### config.mk
export PLATFORM = sky130hd
export DESIGN_NAME = ram_access_sequencer_flat
export DESIGN_NICKNAME = d
export VERILOG_FILES = /design/src/rtl/ram_access_sequencer_if.sv /design/src/rtl/ram_access_sequencer.sv /design/src/flat_wrapper.sv
export SDC_FILE = /design/constraint.sdc
export NUM_CORES = 1
export LEC_CHECK = 0
export CORE_MARGIN = 5
export CORE_UTILIZATION = 45
export DETAILED_ROUTE_END_ITERATION = 7
export PLACE_DENSITY = 0.92
export SYNTH_ARGS = -nofsm -noshare
export SYNTH_HDL_FRONTEND = slang
export SYNTH_SLANG_ARGS = --single-unit
export TNS_END_PERCENT = 30
### constraint.sdc
create_clock -name clk -period 6.5 [get_ports clk]
set_input_delay 0.975 -clock clk [delete_from_list [all_inputs] [get_ports clk]]
set_output_delay 0.975 -clock clk [all_outputs]
set_load 0.005 [all_outputs]
### src/rtl/ram_access_sequencer_if.sv
// rtl/ram_access_sequencer_if.sv - receive, RAM and transmit signals of the RAM access sequencer
interface ram_access_sequencer_if #(
  parameter int ADDR_W = 8,
  parameter int DATA_W = 16
);
  logic              rx_valid;
  logic [DATA_W-1:0] rx_data;
  logic              rx_ready;
  logic [ADDR_W-1:0] ram_addr;
  logic              ram_we;
  logic [DATA_W-1:0] ram_wdata;
  logic [DATA_W-1:0] ram_rdata;
  logic              tx_valid;
  logic [DATA_W-1:0] tx_data;
  logic              tx_ready;

  // master is the sequencer's side; slave is receiver, RAM and transmitter.
  modport master (
    input  rx_valid, rx_data, ram_rdata, tx_ready,
    output rx_ready, ram_addr, ram_we, ram_wdata, tx_valid, tx_data
  );

  modport slave (
    output rx_valid, rx_data, ram_rdata, tx_ready,
    input  rx_ready, ram_addr, ram_we, ram_wdata, tx_valid, tx_data
  );
endinterface

### src/rtl/ram_access_sequencer.sv
// rtl/ram_access_sequencer.sv - buffers received words in RAM and plays them back to the transmitter
module ram_access_sequencer #(
  parameter int ADDR_W   = 8,
  parameter int DATA_W   = 16,
  parameter int SEND_GAP = 12
) (
  input  logic                  clk,
  input  logic                  reset,
  ram_access_sequencer_if.master bus,
  input  logic                  send,
  input  logic                  clear,
  output logic                  busy,
  output logic [ADDR_W:0]       word_count,
  output logic                  full,
  output logic                  empty,
  output logic                  overflow
);
  typedef enum logic [2:0] {
    ST_IDLE,
    ST_SEND_RD,
    ST_SEND_WAIT,
    ST_SEND_OUT,
    ST_SEND_GAP
  } state_t;

  localparam int GAP_W = (SEND_GAP > 1) ? $clog2(SEND_GAP) : 1;
  localparam logic [GAP_W-1:0] GAP_LAST = GAP_W'((SEND_GAP > 0) ? SEND_GAP - 1 : 0);
  localparam logic [ADDR_W:0] CAPACITY = {1'b1, {ADDR_W{1'b0}}};

  state_t           state;
  state_t           state_next;
  logic [ADDR_W:0]  rd_ptr;
  logic [ADDR_W:0]  rd_next;
  logic [GAP_W-1:0] gap_cnt;
  logic             accept;

  assign full          = (word_count == CAPACITY);
  assign empty         = (word_count == '0);
  assign bus.rx_ready  = (state == ST_IDLE) && !full && !clear;
  assign accept        = bus.rx_valid && bus.rx_ready;
  assign rd_next       = rd_ptr + 1'b1;

  always_ff @(posedge clk or posedge reset) begin
    if (reset) begin
      state <= ST_IDLE;
    end else begin
      state <= state_next;
    end
  end

  always_comb begin
    state_next = state;
    case (state)
      // A word accepted in this same cycle already counts toward a non-empty buffer.
      ST_IDLE:      if (send && (!empty || accept)) state_next = ST_SEND_RD;
      ST_SEND_RD:   state_next = ST_SEND_WAIT;
      ST_SEND_WAIT: state_next = ST_SEND_OUT;
      ST_SEND_OUT: begin
        if (bus.tx_ready) begin
          if (rd_next == word_count) state_next = ST_IDLE;
          else if (SEND_GAP == 0)    state_next = ST_SEND_RD;
          else                       state_next = ST_SEND_GAP;
        end
      end
      ST_SEND_GAP:  if (gap_cnt == GAP_LAST) state_next = ST_SEND_RD;
      default:      state_next = ST_IDLE;
    endcase
    if (clear) state_next = ST_IDLE;
  end

  always_comb begin
    bus.ram_addr  = rd_ptr[ADDR_W-1:0];
    bus.ram_we    = 1'b0;
    bus.ram_wdata = '0;
    bus.tx_valid  = 1'b0;
    busy          = 1'b1;
    case (state)
      ST_IDLE: begin
        busy          = 1'b0;
        bus.ram_addr  = word_count[ADDR_W-1:0];
        bus.ram_we    = accept;
        bus.ram_wdata = accept ? bus.rx_data : '0;
      end
      ST_SEND_OUT: bus.tx_valid = 1'b1;
      default: ;
    endcase
  end

  always_ff @(posedge clk or posedge reset) begin
    if (reset) begin
      word_count  <= '0;
      rd_ptr      <= '0;
      gap_cnt     <= '0;
      overflow    <= 1'b0;
      bus.tx_data <= '0;
    end else if (clear) begin
      word_count <= '0;
      rd_ptr     <= '0;
      gap_cnt    <= '0;
      overflow   <= 1'b0;
    end else begin
      if (accept) word_count <= word_count + 1'b1;
      if ((state == ST_IDLE) && bus.rx_valid && full) overflow <= 1'b1;
      if (state == ST_IDLE) rd_ptr <= '0;
      if (state == ST_SEND_WAIT) bus.tx_data <= bus.ram_rdata;
      if ((state == ST_SEND_OUT) && bus.tx_ready) rd_ptr <= rd_next;
      gap_cnt <= (state == ST_SEND_GAP) ? gap_cnt + 1'b1 : '0;
    end
  end
endmodule
### src/flat_wrapper.sv
// flat-port wrapper written by rule: the top's interface ports become plain ports
module ram_access_sequencer_flat 
#(
  parameter int ADDR_W   = 8,
  parameter int DATA_W   = 16,
  parameter int SEND_GAP = 12
)
  (clk, reset, send, clear, busy, word_count, full, empty, overflow, bus_rx_valid, bus_rx_data, bus_ram_rdata, bus_tx_ready, bus_rx_ready, bus_ram_addr, bus_ram_we, bus_ram_wdata, bus_tx_valid, bus_tx_data);
  ram_access_sequencer_if #(.ADDR_W(ADDR_W), .DATA_W(DATA_W)) bus_i ();
  input  logic clk;
  input  logic reset;
  input  logic send;
  input  logic clear;
  output logic busy;
  output logic [ADDR_W:0] word_count;
  output logic full;
  output logic empty;
  output logic overflow;
  input wire logic [$bits(bus_i.rx_valid)-1:0] bus_rx_valid;
  input wire logic [$bits(bus_i.rx_data)-1:0] bus_rx_data;
  input wire logic [$bits(bus_i.ram_rdata)-1:0] bus_ram_rdata;
  input wire logic [$bits(bus_i.tx_ready)-1:0] bus_tx_ready;
  output wire logic [$bits(bus_i.rx_ready)-1:0] bus_rx_ready;
  output wire logic [$bits(bus_i.ram_addr)-1:0] bus_ram_addr;
  output wire logic [$bits(bus_i.ram_we)-1:0] bus_ram_we;
  output wire logic [$bits(bus_i.ram_wdata)-1:0] bus_ram_wdata;
  output wire logic [$bits(bus_i.tx_valid)-1:0] bus_tx_valid;
  output wire logic [$bits(bus_i.tx_data)-1:0] bus_tx_data;
  assign bus_i.rx_valid = bus_rx_valid;
  assign bus_i.rx_data = bus_rx_data;
  assign bus_i.ram_rdata = bus_ram_rdata;
  assign bus_i.tx_ready = bus_tx_ready;
  assign bus_rx_ready = bus_i.rx_ready;
  assign bus_ram_addr = bus_i.ram_addr;
  assign bus_ram_we = bus_i.ram_we;
  assign bus_ram_wdata = bus_i.ram_wdata;
  assign bus_tx_valid = bus_i.tx_valid;
  assign bus_tx_data = bus_i.tx_data;
  ram_access_sequencer #(.ADDR_W(ADDR_W), .DATA_W(DATA_W), .SEND_GAP(SEND_GAP)) u_core (.clk(clk), .reset(reset), .bus(bus_i), .send(send), .clear(clear), .busy(busy), .word_count(word_count), .full(full), .empty(empty), .overflow(overflow));
endmodule
## Word level (Yosys, flattened, before mapping)

Index checks and enable logic that the tools add are counted.
W data, S select, Z words.

| operators by class | value |
|---|---|
| order comparisons | 0 |
| $mul | 0 |
| bitwise operators | 1 |
| add/sub/neg operators | 3 |
| multiplexer cells | 21 |
| reductions and logical operators | 18 |
| shifts and indexed selects | 0 |
| equal/unequal tests | 10 |
| divide/modulo/power cells | 0 |

Operators by type and width:

| cell | number |
|---|---|
| $mux W9 | 5 |
| $mux W16 | 2 |
| $add A9 B1 Y9 const B | 2 |
| $mux W3 | 5 |
| $pmux W3 S5 | 1 |
| $eq A9 B9 Y1 | 1 |
| $eq A9 B9 Y1 const B | 1 |
| $logic_not A9 Y1 | 1 |
| $mux W4 | 2 |
| $mux W8 | 1 |
| $logic_and A1 B1 Y1 | 7 |
| $eq A3 B2 Y1 const B | 2 |
| $ne A3 B3 Y1 const B | 2 |
| $mux W1 | 5 |
| $add A4 B1 Y4 const B | 1 |
| $eq A4 B4 Y1 const B | 1 |
| $reduce_bool A2 Y1 | 2 |
| $eq A3 B1 Y1 const B | 1 |
| $eq A3 B3 Y1 const B | 1 |
| $logic_not A1 Y1 | 3 |
| $logic_not A3 Y1 | 1 |
| $ne A3 B2 Y1 const B | 1 |
| $reduce_and A3 Y1 | 1 |
| $reduce_bool A3 Y1 | 1 |
| other kinds (3) | 3 |

| storage, ports and cells | value |
|---|---|
| bits in latches | 0 |
| bits in read-only memories | 0 |
| bits in writable memories | 0 |
| register bits after elaboration | 42 |
| output and inout port bits | 56 |
| bits of input ports | 38 |
| memories kept | 0 |
| logic and storage cells | 59 |

## Depth between registers and ports, before layout

| logic depth | value |
|---|---|
| word-level depth | 10 |
| depth in mapped cells | 7 |
| gate-level depth less buffers | 7 |

## Least setup slack after synthesis

No wires, ideal clock.

| timing | value |
|---|---|
| path kind | input port to output port |
| start | input clear |
| end | output bus_ram_wdata[10] |
| data required time | 5,525 ps |
| cell stages on the path | 5 |
| path slack | 3,195 ps |
| path buffers | 2 |
| arrival time | 2,330 ps |
| path through | buf_6 -> or4_4 -> a311oi_4 -> buf_2 -> and2_1 |

| between the ends | value |
|---|---|
| longest elaborated chain between the ends | 5 |

RTL lines:

| element | RTL line | RTL |
|---|---|---|
| start: declaration | flat_wrapper.sv:13 | `input logic clear;` |
| $logic_not A1 Y1 | ram_access_sequencer.sv:39 | `assign bus.rx_ready = (state == ST_IDLE) && !full && !clear;` |
| $logic_and A1 B1 Y1 | ram_access_sequencer.sv:39 |  |
| $logic_and A1 B1 Y1 | ram_access_sequencer.sv:40 | `assign accept = bus.rx_valid && bus.rx_ready;` |
| $mux W16 | ram_access_sequencer.sv:82 | `bus.ram_wdata = accept ? bus.rx_data : '0;` |
| $mux W16 | ram_access_sequencer.sv:77 | `case (state)` |
| end: declaration | flat_wrapper.sv:26 | `output wire logic [$bits(bus_i.ram_wdata)-1:0] bus_ram_wdata;` |

No other way between the ends.

## Worst setup path in the final report

| timing | value |
|---|---|
| start | input clear |
| end | output bus_ram_wdata[9] |

The elaborated chain is that of the path after synthesis.

==> impl_metrics.toml <==
[critical_path]
critPathTopFamily = "buffers and inverters"
startpoint_to_endpoint_class_of_the_critical_path = "in -> out"
timing.critical_path.slowest_cell_delay_ns = 0.78
setup.worst_path.end_class = "output port"
critical_path.startpoint_type = "input pin"
crit_chain = "clkdlybuf4s50_1 > or4_4 > a311oi_4 > and2_1 > clkdlybuf4s50_1"
path_buf_inv = 2
cpMostUsedCell = "sky130_fd_sc_hd__clkdlybuf4s50_1"
worst_path_max_delay_cell = "sky130_fd_sc_hd__clkdlybuf4s50_1"
critPathArrivalTime_ns = 3.94
worst-endpoint-required_ns = 5.52
critical_path.max_fanout = 24

[sta]
min_period_over_period = 0.757
slew_headroom = 0.336
finalWorstPathRequiredPeriod_ns = 4.92
max_freq_ghz = 0.203
final.hold.worst_slack_ns = 0.464
worstMarginPinSlew_ns = 0.992
timing.final.max_slew_violations = 0
setup_tns_after_final_layout_ns = 0
finalHoldViolCount = 0
final.setup.worst_slack_ns = 1.58
setup_viol = 0
grt_setup_unrepaired = "no"
timing.clock.skew_ns = 0.00691

[global_routing]
total_routing_usage_reported_by_global_routing = 0.186
first_pass_grt_wire_length_um = 10700
grt_antenna_before_repair = 0
grt_max_degree = 43
grt_pass1_vias = 2212
grt-ovfl-total = 0

[placement]
finalWeightedCongestion = 0.818
total_placed_instance_area_um2 = 3380
port-buffer-count = 93
dpl.hpwl_um = 4600
placed_cells = 393
preCtsSetupSlack_ns = 1.57

[yosys]
sequential_cell_area_fraction_in_the_yosys_report = 0.433
post_synth_num_cell_types = 44
synth-edff-count = 0
yosys_most_used_dff = "sky130_fd_sc_hd__dfrtp_1"
synth_area_leader_cell = "sky130_fd_sc_hd__dfrtp_1"
synthesis.yosys.warnings = 0
synth_seq_cells = 42
net_count_after_synthesis = 286
largest_cells_by_area_after_synthesis = "sky130_fd_sc_hd__dfrtp_1 43%, sky130_fd_sc_hd__mux2_2 12%, sky130_fd_sc_hd__and2_1 4.4%, sky130_fd_sc_hd__nor2_1 4.0%, sky130_fd_sc_hd__xnor2_1 4.0%"
ys_async_sr_fraction = 1.00
syn_avg_cell_area_um2 = 9.94
synth_most_common_cell = "sky130_fd_sc_hd__dfrtp_1"
netlist.area_leader.share = 0.433
synth_commonest_cells = "42 x sky130_fd_sc_hd__dfrtp_1, 26 x sky130_fd_sc_hd__mux2_2, 26 x sky130_fd_sc_hd__nor2_1, 17 x sky130_fd_sc_hd__and2_1, 14 x sky130_fd_sc_hd__o21ai_0"
postSynthCellCount = 244
syn-cell-area_um2 = 2420

[floorplan]
ioPinCount = 94
core-area_um2 = 5170
die_area_um2 = 6960
num_rows = 26
die_h_um = 83.4
die-width_um = 83.4
starting_density = 0.469

[drt]
avgRoutedWirePerCell_um = 15.8
detail-route-antenna-nets = 0
number_of_drc_violations_after_detailed_routing = 0
num_vias = 2168
routed_wl_um = 6330
first_pass_iteration_count_of_the_detailed_router = 5
detailedRoute.firstIterationViolations = 203
vias_per_cell = 5.41

[cts]
clock-root-buffer = "sky130_fd_sc_hd__clkbuf_8"
worstSkewPairLatency_ns = 0.30
cts.repair.resized = 0
clk_transition_reported_paths_ns = 0.08
tritoncts.num_buffers = 5
cts_hold_repair.buffers = 0
clk_path_buf_depth = 2
cts_htree_levels = 2
cts.repair_timing.setup_buffer_count = 0
clock_tree_from_tritoncts = "done"
tritoncts_num_sinks = 42

[power]
power-per-cell-area_nw_per_um2 = 271
power.leakage_nw = 1.43
ir_drop_uv = 216
report.power.total_mw = 0.948

[outcome]
run_status = "complete, no violations"

[cells_and_area]
finalNetCount = 372
finish.cell_count_without_fillers = 401
post_route_cells_drive_above_1_share = 0.121
num-fill-cells = 380
stdcell_area_um2 = 3490
area.growth.synth_to_final_pct = 44.1
postLayoutCoreUtil = 0.675
n_antenna_cell = 0

[flow_run]
cap_violations = 0

[hold_path]
hold_path.class = "reg -> reg"
layer usage:
metal	GRT usage	vias up	part of all wire
met3	0.0485	15	0.075
met2	0.313	104	0.50
met4	0.0788	0	0.024
met5	0	-	0
li1	-	1015	-
met1	0.225	1034	0.40
final timing paths:
path,start,end,slack (ns),depth (start not counted)
max,clear,bus_ram_wdata[9],1.58,5
min,u_core.gap_cnt[0],u_core.gap_cnt[0],0.46,1
max reg2reg,u_core.state[0],u_core.word_count[5],3.93,5
min reg2reg,u_core.gap_cnt[0],u_core.gap_cnt[0],0.46,1
max in group asynchronous,reset,u_core.word_count[5],5.03,3
min in group asynchronous,reset,u_core.bus.tx_data[13],1.11,3
flip-flops by register name (all words and copies together), names as in the netlist:
| signal | cells |
|---|---|
| u_core.word_count | 9 |
| u_core.bus.tx_data | 16 |
| u_core.state | 3 |
| u_core.gap_cnt | 4 |
| u_core.overflow | 1 |
| u_core.rd_ptr | 9 |
placed cells by master (no fill, tap or decap), drive strengths merged, types with 2 or more instances in the layout:
| master | synthesis | final |
|---|---|---|
| clkdlybuf4s50 | 0 | 93 |
| dfrtp | 42 | 42 |
| nor2 | 26 | 26 |
| mux2 | 26 | 26 |
| and2 | 17 | 17 |
| o21ai | 14 | 14 |
| nand2 | 12 | 12 |
| inv | 11 | 11 |
| xnor2 | 11 | 11 |
| xor2 | 9 | 9 |
| nand3 | 7 | 7 |
| nor3 | 7 | 7 |
| clkbuf | 8 | 6 |
| and3 | 5 | 5 |
| a21oi | 4 | 4 |
| o31ai | 4 | 4 |
| nand4 | 4 | 4 |
| ha | 4 | 4 |
| a31oi | 3 | 3 |
| or3 | 2 | 2 |
| nor4b | 2 | 2 |
where the power goes:
part | total (mW) | switching [mW] | internal, mW
logic | 0.372 | 0.130 | 0.241
clock network | 0.205 | 0.0907 | 0.115
registers | 0.371 | 0.0504 | 0.320
cell type report:
type | count | area (µm²) | area share
repair buffers | 94 | 938 | 0.269
clock inverters | 2 | 37.5 | 0.0107
well taps | 70 | 87.6 | 0.0251
multi-input cells | 176 | 1260 | 0.362
flip-flops and latches | 42 | 1050 | 0.301
clock buffers | 6 | 72.6 | 0.0208
inverters | 11 | 41.3 | 0.0118
cell families (layout without fill, tap and decap cells):
group | after synthesis | in the layout | synth area share
AO/OA/AOI/OAI | 36 | 36 | 0.102
XOR/XNOR | 20 | 20 | 0.0722
adder cells (fa/ha/maj) | 4 | 4 | 0.0206
buffers and inverters | 26 | 113 | 0.0485
flip-flops | 42 | 42 | 0.433
multiplexers | 27 | 27 | 0.125
AND/OR/NAND/NOR | 89 | 89 | 0.199
No activity file was read; power rests on OpenSTA's default activity.
